--- src/rtl/pipelined_cla_adder.sv ---
// Segmented carry-lookahead adder, one SW-bit segment resolved per stage.
// Define PCLA_SUB_EN to add the 'sub' port (A-B mode).
module pipelined_cla_adder #(
  parameter int WIDTH       = 32,
  parameter int PIPE_STAGES = 4
) (
  input  logic             clk,
  input  logic             rst,
  input  logic             in_valid,
  output logic             in_ready,
`ifdef PCLA_SUB_EN
  input  logic             sub,
`endif
  input  logic [WIDTH-1:0] a,
  input  logic [WIDTH-1:0] b,
  input  logic             cin,
  output logic             out_valid,
  input  logic             out_ready,
  output logic [WIDTH-1:0] sum,
  output logic             cout,
  output logic             ovf
);

  localparam int SW = WIDTH / PIPE_STAGES;
  localparam int NG = SW / 4;
  localparam int LS = PIPE_STAGES - 1;

  logic adv;

  assign adv      = !out_valid || out_ready;
  assign in_ready = adv;

  function automatic logic [SW:0] seg_add(
    input logic [SW-1:0] x,
    input logic [SW-1:0] y,
    input logic          c0
  );
    logic [SW-1:0] p;
    logic [SW-1:0] g;
    logic [NG-1:0] gp;
    logic [NG-1:0] gg;
    logic [NG:0]   gc;
    logic [SW:0]   c;
    p  = x ^ y;
    g  = x & y;
    gp = '0;
    gg = '0;
    gc = '0;
    c  = '0;
    gc[0] = c0;
    for (int j = 0; j < NG; j++) begin
      gp[j] = &p[4*j +: 4];
      gg[j] = g[4*j+3]
            | (p[4*j+3] & g[4*j+2])
            | (&p[4*j+2 +: 2] & g[4*j+1])
            | (&p[4*j+1 +: 3] & g[4*j]);
      gc[j+1] = gg[j] | (gp[j] & gc[j]);
    end
    for (int j = 0; j < NG; j++) begin
      c[4*j] = gc[j];
      for (int i = 0; i < 3; i++) begin
        c[4*j+i+1] = g[4*j+i]
                   | (p[4*j+i] & c[4*j+i]);
      end
    end
    c[SW] = gc[NG];
    return {c[SW], p ^ c[SW-1:0]};
  endfunction

  for (genvar k = 0; k < PIPE_STAGES; k++) begin : g_stg
    // Operand bits still unresolved on entry to this stage
    localparam int OW = WIDTH - k * SW;

    logic [OW-1:0]       oa;
    logic [OW-1:0]       ob;
    logic                ci;
    logic                vi;
    logic [SW-1:0]       sb;
    logic [SW:0]         r;
    logic [(k+1)*SW-1:0] res_d;
    logic [(k+1)*SW-1:0] res_q;
    logic                v_q;
    logic                c_q;
`ifdef PCLA_SUB_EN
    logic                si;
`endif

    if (k == 0) begin : g_in
      assign oa    = a;
      assign ob    = b;
      assign vi    = in_valid;
`ifdef PCLA_SUB_EN
      assign si    = sub;
      assign ci    = sub | cin;
`else
      assign ci    = cin;
`endif
      assign res_d = r[SW-1:0];
    end else begin : g_in
      assign oa    = g_stg[k-1].g_sk.oa_q;
      assign ob    = g_stg[k-1].g_sk.ob_q;
      assign vi    = g_stg[k-1].v_q;
      assign ci    = g_stg[k-1].c_q;
`ifdef PCLA_SUB_EN
      assign si    = g_stg[k-1].g_sk.s_q;
`endif
      assign res_d = {r[SW-1:0], g_stg[k-1].res_q};
    end

`ifdef PCLA_SUB_EN
    assign sb = si ? ~ob[SW-1:0] : ob[SW-1:0];
`else
    assign sb = ob[SW-1:0];
`endif
    assign r = seg_add(oa[SW-1:0], sb, ci);

    always_ff @(posedge clk) begin
      if (rst) begin
        v_q   <= 1'b0;
        c_q   <= 1'b0;
        res_q <= '0;
      end else if (adv) begin
        v_q   <= vi;
        c_q   <= r[SW];
        res_q <= res_d;
      end
    end

    if (k < LS) begin : g_sk
      logic [OW-SW-1:0] oa_q;
      logic [OW-SW-1:0] ob_q;
`ifdef PCLA_SUB_EN
      logic             s_q;
`endif
      always_ff @(posedge clk) begin
        if (rst) begin
          oa_q <= '0;
          ob_q <= '0;
`ifdef PCLA_SUB_EN
          s_q  <= 1'b0;
`endif
        end else if (adv) begin
          oa_q <= oa[OW-1:SW];
          ob_q <= ob[OW-1:SW];
`ifdef PCLA_SUB_EN
          s_q  <= si;
`endif
        end
      end
    end

    if (k == LS) begin : g_ov
      logic cm;
      logic ovf_q;
      // Carry into the MSB recovered from sum ^ a ^ b at that bit
      assign cm = r[SW-1] ^ oa[SW-1] ^ sb[SW-1];
      always_ff @(posedge clk) begin
        if (rst) begin
          ovf_q <= 1'b0;
        end else if (adv) begin
          ovf_q <= cm ^ r[SW];
        end
      end
    end
  end

  assign out_valid = g_stg[LS].v_q;
  assign sum       = g_stg[LS].res_q;
  assign cout      = g_stg[LS].c_q;
  assign ovf       = g_stg[LS].g_ov.ovf_q;

endmodule

--- config.mk ---
export PLATFORM = sky130hd
export DESIGN_NAME = pipelined_cla_adder
export DESIGN_NICKNAME = d
export VERILOG_FILES = /design/src/rtl/pipelined_cla_adder.sv
export SDC_FILE = /design/constraint.sdc
export NUM_CORES = 1
export LEC_CHECK = 0
export BUFFER_PORTS_ARGS = -buffer_cell sky130_fd_sc_hd__clkbuf_2
export CORE_MARGIN = 2
export CORE_UTILIZATION = 61
export CTS_CLUSTER_DIAMETER = 150
export DETAILED_ROUTE_END_ITERATION = 6
export GPL_TIMING_DRIVEN = 0
export HOLD_SLACK_MARGIN = 0.15
export PLACE_DENSITY = 0.84
export SETUP_SLACK_MARGIN = 0.2
export SLEW_MARGIN = 0
export SYNTH_ARGS = -nofsm -noshare
export SYNTH_HDL_FRONTEND = slang
export SYNTH_SLANG_ARGS = --single-unit
--- constraint.sdc ---
create_clock -name clk -period 6.87 [get_ports clk]
set_input_delay 0.3435 -clock clk [delete_from_list [all_inputs] [get_ports clk]]
set_output_delay 0.3435 -clock clk [all_outputs]
set_load 0.03 [all_outputs]
==> results.ini, run 1 <==
[status]
status=complete, no violations

[sta]
post-route-period-util_pct=49.2
slew_violations=0
tightestPinTransition_ns=0.852
setup-tns-final_ns=0
rsz0062_at_grt=no
post-route-min-period_ns=3.38
fmax_ghz=0.296
setup_violations=0
slew_headroom_pct=43.2
clock_skew_ns=0.00770
hold_violations=0
hold_ws_ns=0.146

[worst_hold_path]
hold_path_class=primary input to flop

[power]
power.switching_uw=591
p_int_mw=1.75
p_total_mw=2.34
seq_power_share_pct=50.0
p_leak_nw=4.07
power_frac_clock_pct=40.2
pwr-share-comb_pct=9.8
p_sw_share_pct=25.2
p_per_area_nw_per_um2=253
vdd.ir_drop.worst_mv=0.181

[clock_tree]
clk_pin_slew_ns=0.07
cts_buffers=17
clkLatencyLatePin_ns=0.44
htreeDepth=4
clock-sinks=185
root_buffer=clkbuf_16
clk_path_buf_depth=2
cts_tree=built

[logic_synthesis]
syn-cell-area_um2=7620
synth-seq-cells=185
synth_cell_types=28
synth_warnings=0
synth_nets=1035
syn_inst=910
syn_avg_cell_area_um2=8.37
ys_seq_area_share_pct=48.6

[global_routing]
antenna_found_initial=0
grt_usage_pct=29.9
grt_max_degree=17
overflow=0
grt_pass1_vias=6435
grt_pass1_wl_mm=30.8

[routing]
drt-pass1-iter-count=6
routed_wl_mm=19.2
routedWlPerCell_um=15.4
drtIter0Drc=519
drt.antenna.violating_nets=0
drc=0
num_vias=6675
viasPerCell=5.36

[setup_path]
crit_fanout=3
critPathRequiredTime_ns=7.20
critPathKind=flop to flop
start_kind=flop
cp-end-kind=flop
worstPathArrival_ns=3.71

[placed_design]
finalWeightedCongestion=0.904
portBuffers=103
dp_cells=1181
dp_hpwl_mm=13.0

[final_layout]
area_growth_syn_to_layout_pct=21.4
drive_above_1_share_pct=16.8
final_common_cell=nand2_1
finalNetCount=1190
antenna_cells=0
fin_cells=1246
mostFrequentLayoutCells=nand2_1 (341), dfxtp_1 (185), a21oi_1 (180)

[floorplanning]
start_util_pct=62.9
num_rows=40
die_w_um=116
dieHeight_um=116
core_um2=12100
dieArea_um2=13400
io_pins=105

[job]
maxCapViolations=0

cells in the mapped netlist:
library cell / instances / area share (%)
a21oi_1: 180 / 12
nor2b_4: 1 / 0.18
o21ai_0: 6 / 0.39
and3_1: 1 / 0.082
a211o_1: 2 / 0.23
a211oi_1: 14 / 1.4
a21o_1: 8 / 0.79
a2111oi_2: 2 / 0.39
fa_1: 24 / 6.3
buf_6: 1 / 0.15
buf_2: 32 / 2.1
xnor2_1: 9 / 1.0
o31a_1: 1 / 0.11
dfxtp_1: 185 / 49
nor2_1: 18 / 0.89
nand3_1: 2 / 0.13
nand2_1: 341 / 17
xor2_1: 1 / 0.11
a311oi_2: 1 / 0.20
ha_1: 32 / 5.3
a31oi_1: 2 / 0.16
inv_1: 16 / 0.79
a311oi_1: 1 / 0.11
clkbuf_1: 16 / 0.79
buf_4: 9 / 0.89
inv_2: 1 / 0.049
buf_1: 3 / 0.15
nand2b_1: 1 / 0.082
cell type report:
cell class              count  area (µm²)
fillers                   860        2870
clock inverters            12         115
multi-input cells         647        3540
flip-flops and latches    185        3700
well taps                 168         210
repair buffers            136         846
clock buffers              20         457
inverters                  17        63.8
plain buffers              61         310
worst max-delay path, cell delays in order, from the launching register on:
cell and delay, ns:
dfxtp_1 0.40, ha_1 0.27, a21oi_1 0.12, o21ai_0 0.15, a21o_1 0.23, fa_1 0.38
fa_1 0.40, fa_1 0.39, xnor2_1 0.28, xnor2_1 0.20, nand3_1 0.14, a311oi_2 0.32
routing by layer:
metal  vias up  wire, µm  GRT usage [%]
met4         0       473           11.6
met2       244      9390           51.2
li1       3281         -              -
met1      3109      8110           37.4
met5         -         0              0
met3        41      1270           6.17
sequential cells by signal, indices dropped and copies added, names as in the netlist:
signal and flops:
ovf 1, g_stg.g_sk.ob_q 48, g_stg.g_sk.oa_q 48, out_valid 1
sum 32, g_stg.res_q 48, cout 1, g_stg.c_q 3
g_stg.v_q 3
what timing repair did:
item | in CTS | in global routing
hold buffers | 33 | 0
buffers inserted | 0 | 0
hold endpoints to repair | 33 | 0
gates resized for setup | 0 | 0
worst paths after layout:
path                                       from                                 end  slack, ns  cells after the start
max          g_stg[2].g_sk.ob_q[2]$_SDFFE_PP0P_                    ovf$_SDFFE_PP0P_       3.49                     11
min                                       b[17]  g_stg[0].g_sk.ob_q[9]$_SDFFE_PP0P_       0.15                      3
max reg2reg  g_stg[2].g_sk.ob_q[2]$_SDFFE_PP0P_                    ovf$_SDFFE_PP0P_       3.49                     11
min reg2reg                sum[12]$_SDFFE_PP0P_                sum[12]$_SDFFE_PP0P_       0.45                      2
power groups by stage:
stage	clock network (mW)	registers (mW)	logic (mW)
2_1_floorplan	0	1.20	0.121
3_3_place_gp	0	1.19	0.200
3_5_place_dp	0	1.19	0.206
4_1_cts	0.942	1.17	0.224
5_1_grt	0.985	1.18	0.253
6_report	0.942	1.17	0.229
stage by stage:
stage	setup WS, ns	area [µm²]	util [%]
finish	3.49	9250	76.3
global route	3.31	9250	76.3
CTS	3.50	9250	76.3
detailed placement	3.66	8340	68.9
global placement	3.70	8340	68.9
floorplan	3.92	7620	-
logic make-up (layout without fill, tap and decap cells):
logic type	Yosys count	in the layout	share of synthesized area, %
adders and majority gates	56	56	11.6
DFF	185	185	48.6
and+or+nand+nor	364	364	18.2
AOI/OAI and AO/OA	217	217	15.6
xor gates and xnor gates	10	10	1.15
buffers and inverters	78	246	4.91
No activity file was read; power rests on OpenSTA's default activity.
==> run 2: changes to the inputs <==
Settings changed: CORE_UTILIZATION 61 to 57, PLACE_DENSITY 0.84 to 0.79.
Clock period 6.87 ns to 3.51 ns, I/O delays scaled along.
==> run 2 against run 1 <==
Combinational power grew 100%; total power increased by 99%; sequential power up 96%; register-to-register slack lost 3.2 ns; critical path depth is the same; final area grew 2.3%; clock skew down 0.0013 ns; largest power group unchanged; non-clock buffer count up 18.
==> results.ini, run 2 (synthesis gave the netlist of run 1 again) <==
[setup_path]
start_kind=flop
cp_common_cell=fa_1
reg2regPathDepth=11
worstPathArrival_ns=3.53
critPathLaunch=g_stg[2].g_sk.oa_q[0]$_SDFFE_PP0P_
cp-end-kind=flop
critPathRequiredTime_ns=3.85
crit_fanout=3
critPathKind=flop to flop
reg2reg_from=g_stg[2].g_sk.oa_q[0]$_SDFFE_PP0P_
cp_cell_sequence=ha_1 > a21oi_1 > o21ai_1 > a21o_1 > fa_1 > fa_1 > fa_1 > xnor2_2 > xnor2_1 > nand3_1 > a311oi_2
crit_path_top_delay_cell=fa_1
slowest_delay_ns=0.43

[sta]
clock_skew_ns=0.00644
setup-tns-final_ns=0
slew_violations=0
setup_violations=0
hold_ws_ns=0.182
post-route-period-util_pct=90.8
rsz0062_at_grt=no
fmax_ghz=0.314
worst_slack_ns=0.322
hold_violations=0
slew_headroom_pct=45.9
post-route-min-period_ns=3.19
tightestPinTransition_ns=0.812

[placed_design]
place_worst_setup_slack_ns=0.333
dp_hpwl_mm=12.9
placed_cell_area_um2=8350
portBuffers=103
finalWeightedCongestion=0.866

[global_routing]
grt_pass1_wl_mm=30.8
grt_max_degree=17
grt_usage_pct=27.5
antenna_found_initial=0
grt_pass1_vias=6495
overflow=0

[final_layout]
area_growth_syn_to_layout_pct=24.1
finalNetCount=1208
top_regs=g_stg.g_sk.oa_q (48), g_stg.g_sk.ob_q (48), g_stg.res_q (48)
drive_above_1_share_pct=16.7
nFillCells=1023
antenna_cells=0
mostFrequentLayoutCells=nand2_1 (341), dfxtp_1 (183), a21oi_1 (180)
fin_area_um2=9460
final_common_cell=nand2_1

[floorplanning]
core_um2=13100
start_util_pct=58.0
io_pins=105
dieHeight_um=120
dieArea_um2=14300
die_w_um=120
num_rows=42

[clock_tree]
clk_path_buf_depth=2
postCtsSetupRepairBufs=0
cts_buffers=17
cts_tree=built
clock-sinks=185
htreeDepth=4
clkLatencyLatePin_ns=0.43
root_buffer=clkbuf_16
clk_pin_slew_ns=0.07

[routing]
drt.antenna.violating_nets=0
routed_wl_mm=19.0
routedWlPerCell_um=15.0
drt-pass1-iter-count=5
drc=0
num_vias=6680
drtIter0Drc=385
viasPerCell=5.26

[worst_hold_path]
hold_depth=4
hold_path_class=primary input to flop
min_from=cin

[status]
status=complete, no violations

[power]
vdd.ir_drop.worst_mv=0.301
p_leak_nw=4.16
p_per_area_nw_per_um2=493

[job]
maxCapViolations=0

-- run 2: cell types whose count changed in the layout (fill, tap and decap cells not counted), moves of 2 or more --
| cell | before | now |
|---|---|---|
| dfxtp_2 | 0 | 2 |
| dfxtp_1 | 185 | 183 |
| clkinv_4 | 3 | 0 |
| dlygate4sd3_1 | 33 | 51 |
-- run 2: worst paths after layout --
kind                                         end  slack, ns
hold reg to reg             sum[30]$_SDFFE_PP0P_       0.45
hold / removal    g_stg[0].res_q[0]$_SDFFE_PP0P_       0.18
setup / recovery                ovf$_SDFFE_PP0P_       0.32
setup reg to reg                ovf$_SDFFE_PP0P_       0.32
-- run 2: where the power goes --
| group | internal (mW) | leakage (nW) | switching, mW |
|---|---|---|---|
| combinational | 0.204 | 2.35 | 0.259 |
| clock | 1.10 | 0.285 | 0.812 |
| sequential | 2.22 | 1.52 | 0.0744 |
| total | 3.52 | 4.16 | 1.15 |
-- run 2: layout make-up --
class / instances / area (µm²) / area share (%)
plain buffers: 61 / 310 / 3.28
clock buffers: 20 / 467 / 4.93
clock inverters: 10 / 116 / 1.23
inverters: 17 / 63.8 / 0.675
multi-input cells: 647 / 3550 / 37.5
flip-flops and latches: 185 / 3710 / 39.2
well taps: 176 / 220 / 2.33
repair buffers: 154 / 1030 / 10.8
-- run 2: repair_timing --
| item | in CTS | in global routing |
|---|---|---|
| resized for setup | 0 | 4 |
| endpoints found under the hold margin | 50 | 0 |
| hold buffers | 51 | 0 |
| endpoints found under the setup margin | 0 | 1 |
-- run 2: critical path: cells and delay by family (launching register included) --
| family | cells | cell delay, ns |
|---|---|---|
| adder cells (fa/ha/maj) | 4 | 1.51 |
| AO/OA/AOI/OAI | 4 | 0.74 |
| XOR/XNOR | 2 | 0.39 |
| flip-flops | 1 | 0.32 |
| AND/OR/NAND/NOR | 1 | 0.14 |
-- run 2: layer usage --
metal / track usage, % / part of all wire [%]
met5: 0 / 0
met4: 12.4 / 3.1
met3: 5.18 / 5.3
met2: 44.3 / 47
met1: 36.1 / 45
-- run 2: through the flow --
step	util (%)	power [mW]	std cells
global route	72.0	4.83	1270
detailed placement	63.6	2.74	1189
CTS	71.9	4.67	1270
finish	72.0	4.67	1270
floorplan	-	2.58	910
global placement	63.6	2.73	1189
